<file path="config.mk">
export PLATFORM = sky130hd
export DESIGN_NAME = reset_timer_core
export DESIGN_NICKNAME = d
export VERILOG_FILES = /design/src/rtl/reset_timer_core.sv
export SDC_FILE = /design/constraint.sdc
export NUM_CORES = 1
export LEC_CHECK = 0
export ABC_AREA = 0
export BUFFER_PORTS_ARGS = -buffer_cell sky130_fd_sc_hd__buf_2
export CAP_MARGIN = 30
export CORE_AREA = 4 4 41 43
export CTS_BUF_LIST = sky130_fd_sc_hd__clkbuf_2
export DETAILED_ROUTE_END_ITERATION = 16
export DIE_AREA = 0 0 45 47
export GPL_TIMING_DRIVEN = 0
export PLACE_DENSITY = 0.6
export SKIP_LAST_GASP = 1
export SLEW_MARGIN = 20
export SYNTH_ARGS = -nofsm -noshare
export SYNTH_HDL_FRONTEND = slang
export SYNTH_SLANG_ARGS = --single-unit
</file>
<file path="constraint.sdc">
create_clock -name clk -period 5.3 [get_ports clk]
set_clock_uncertainty 0.2 [all_clocks]
set_input_delay 0.53 -clock clk [delete_from_list [all_inputs] [get_ports clk]]
set_output_delay 0.53 -clock clk [all_outputs]
set_load 0.05 [all_outputs]
</file>
<file path="src/rtl/reset_timer_core.sv">
// Power-up / post-reset pulse generator: holds reset_out high for LOAD clk edges
// after rst releases, exposing the down-counter for debug.
module reset_timer_core #(
    parameter int unsigned CLOCK_HZ = 48000000,
    parameter int unsigned TIME_NS  = 255
) (
    input  logic       clk,
    input  logic       rst,
    output logic       reset_out,
    output logic [7:0] counter_out,
    output logic       counter_non_zero
);

    // Round up so the pulse is never shorter than TIME_NS.
    localparam logic [63:0] LOAD_RAW =
        (64'(CLOCK_HZ) * 64'(TIME_NS) + 64'd999_999_999) / 64'd1_000_000_000;
    localparam logic [7:0]  LOAD     =
        (LOAD_RAW > 64'd255) ? 8'd255 : LOAD_RAW[7:0];

    // Init value gives the pulse at configuration time without any rst edge.
    logic [7:0] r_counter = LOAD;
    logic       w_non_zero;

    assign w_non_zero = (r_counter != 8'd0);

    always_ff @(posedge clk or posedge rst) begin
        if (rst) begin
            r_counter <= LOAD;
        end else if (w_non_zero) begin
            r_counter <= r_counter - 8'd1;
        end
    end

    assign counter_out      = r_counter;
    assign counter_non_zero = w_non_zero;
    assign reset_out        = rst | w_non_zero;

endmodule

</file>
==> results.cfg <==
[status]
status = complete, no violations

[layout]
drive_above_1_share = 0.446
syn2layout_area_growth_pct = 21.9
largest_reg_flops = 8
final_common_cell = buf_2
fillerInstances = 143
layout_common_cells = buf_2 (11), nor2_1 (7), dfrtp_1 (5)
fin_nets = 61
diodes = 0

[drt]
routed_wirelength_um = 767
first_pass_iters = 4
via_count = 325
ant_nets = 0
wire_per_inst_um = 10.8
drt-initial-drc-count = 10
viasPerCell = 4.58
drc = 0

[synth]
ys_warn_count = 0
ys_seq_elements = 8
ys_seq_area_frac = 0.475
synthesis.nets = 45
avgSynthCellArea_um2 = 10.5
synth.distinct_cells = 18
netlist_area_um2 = 429
syn_inst = 41

[cts]
clockBufferDepth = 2
numCtsBuffers = 3
clkLatencyLatePin_ps = 250
cts_setup_buffers = 0
cts_max_level = 1
cts_sinks = 8
holdBufCountCts = 0
cts_repair_resize_count = 0
cts_tree = built
path_clk_slew_ps = 90
cts_root_buf = clkbuf_2

[worst_setup_path]
path_class = flip-flop to output pin
cp_cell_sequence = inv_1, ha_1, nor3b_2, and2_1, buf_6, nand2_1, buf_2
cp-start-kind = flip-flop
worst_path_max_delay_cell = dfstp_2
cp_top_family = flip-flops
cp.arrival_ps = 1830
rrSetupSlack_ps = 3530
regToRegEndpoint = counter_out[1]
end_kind = output pin
crit_fanout = 6
crit_required_ps = 4570
max_stage_delay_ps = 560
reg2reg_depth = 7
reg2reg_from = counter_out[0]
path_buf_inv = 3

[floorplan]
core_mm2 = 0.00130
initial_utilization = 0.330
chipWidth_um = 45
io_pins = 12
die_area_mm2 = 0.00212
core.rowCount = 13
dieHeight_um = 47

[run]
maxCapViolations = 0

[sta]
setup_violations = 0
rsz0062_at_grt = no
tns_ps = 0
fin_crit_sh = 0.483
hold_viol_final = 0
worst_pin_slew_ps = 477
fmax_ghz = 0.390
fin_crit_ps = 2560
slew_headroom = 0.680
finalMaxSlewViolations = 0
hold_slack_ps = 8.82

[power_and_ir_drop]
p_per_area_mw_per_mm2 = 206
p_leak_nw = 0.288
power.total_mw = 0.108
vdd_ir_drop_max_v = 0.0000711

[min_path]
hp-class = input port to asynchronous set/reset pin

[grt]
grt_use_total = 0.0935
grt_pass1_vias = 326
grt_first_pass_wirelength_um = 1350
antenna_found_initial = 0
grt_overflow = 0
grt_max_degree = 10

[placement]
hpwl_um = 583
gp_congestion = 0.707
io_buffers = 11
## per-layer routing
layer,routed length [µm],part of all wire,GRT usage,up-vias
met5,0,0,0,-
met4,21,0.027,0.0702,0
met3,66,0.086,0.0383,3
met2,378,0.49,0.144,12
met1,301,0.39,0.103,148
li1,-,-,-,162
## cell families (layout without fill, tap and decap cells)
| logic type | after synthesis | in the layout | share of synthesized area |
|---|---|---|---|
| AO/OA/AOI/OAI | 3 | 3 | 0.0437 |
| flip-flops | 8 | 8 | 0.475 |
| XOR/XNOR | 4 | 4 | 0.0816 |
| adder cells (fa/ha/maj) | 2 | 2 | 0.0583 |
| buffers and inverters | 6 | 21 | 0.0758 |
| multiplexers | 3 | 3 | 0.0758 |
| AND/OR/NAND/NOR | 15 | 15 | 0.190 |
## power by group
group | leakage, nW | internal [mW] | switching, mW
registers | 0.101 | 0.0611 | 0
logic | 0.171 | 0.000629 | 0.00290
clock network | 0.0166 | 0.0200 | 0.0231
## cell usage after synthesis
| master | number | area [µm²] |
|---|---|---|
| xnor2_1 | 4 | 35.0 |
| mux2i_1 | 1 | 10.0 |
| nor3_1 | 1 | 5.00 |
| nor4_2 | 1 | 12.5 |
| dfrtp_1 | 5 | 125 |
| nor2_1 | 7 | 26.3 |
| a31o_2 | 1 | 8.76 |
| nand2_1 | 3 | 11.3 |
| inv_1 | 4 | 15.0 |
| and2_1 | 1 | 6.26 |
| ha_1 | 2 | 25.0 |
| mux2_2 | 2 | 22.5 |
| a21oi_1 | 2 | 10.0 |
| nor3b_1 | 1 | 7.51 |
| nor3b_2 | 1 | 12.5 |
| inv_4 | 1 | 6.26 |
| dfstp_2 | 3 | 78.8 |
| buf_6 | 1 | 11.3 |
## cell type report
class                      count  area (µm²)  share of cell area
tap                           15        18.8              0.0359
inverter                       5        21.3              0.0407
clock buffer                   4        20.0              0.0383
sequential                     8         204               0.390
multi-input combinational     27         193               0.368
buffer                         1        11.3              0.0215
timing repair buffer          11        55.1               0.105
## how the worst max path moves through the flow
stage,startpoint,endpoint,depth (start not counted)
5_1_grt,counter_out[0],reset_out,7
3_5_place_dp,counter_out[0],reset_out,7
3_3_place_gp,counter_out[0],reset_out,7
2_1_floorplan,counter_out[0],reset_out,6
6_report,counter_out[0],reset_out,7
4_1_cts,counter_out[0],reset_out,7
## per-stage QoR
step                      instance area, µm²  utilization  setup WS, ps  std cells
after floorplan                          429            -          2770         41
after global placement                   503        0.387          3000         67
after detailed placement                 503        0.387          2990         67
after CTS                                523        0.402          2710         71
after global routing                     523        0.402          2630         71
final                                    523        0.402          2740         71
No activity file was read; power rests on OpenSTA's default activity.
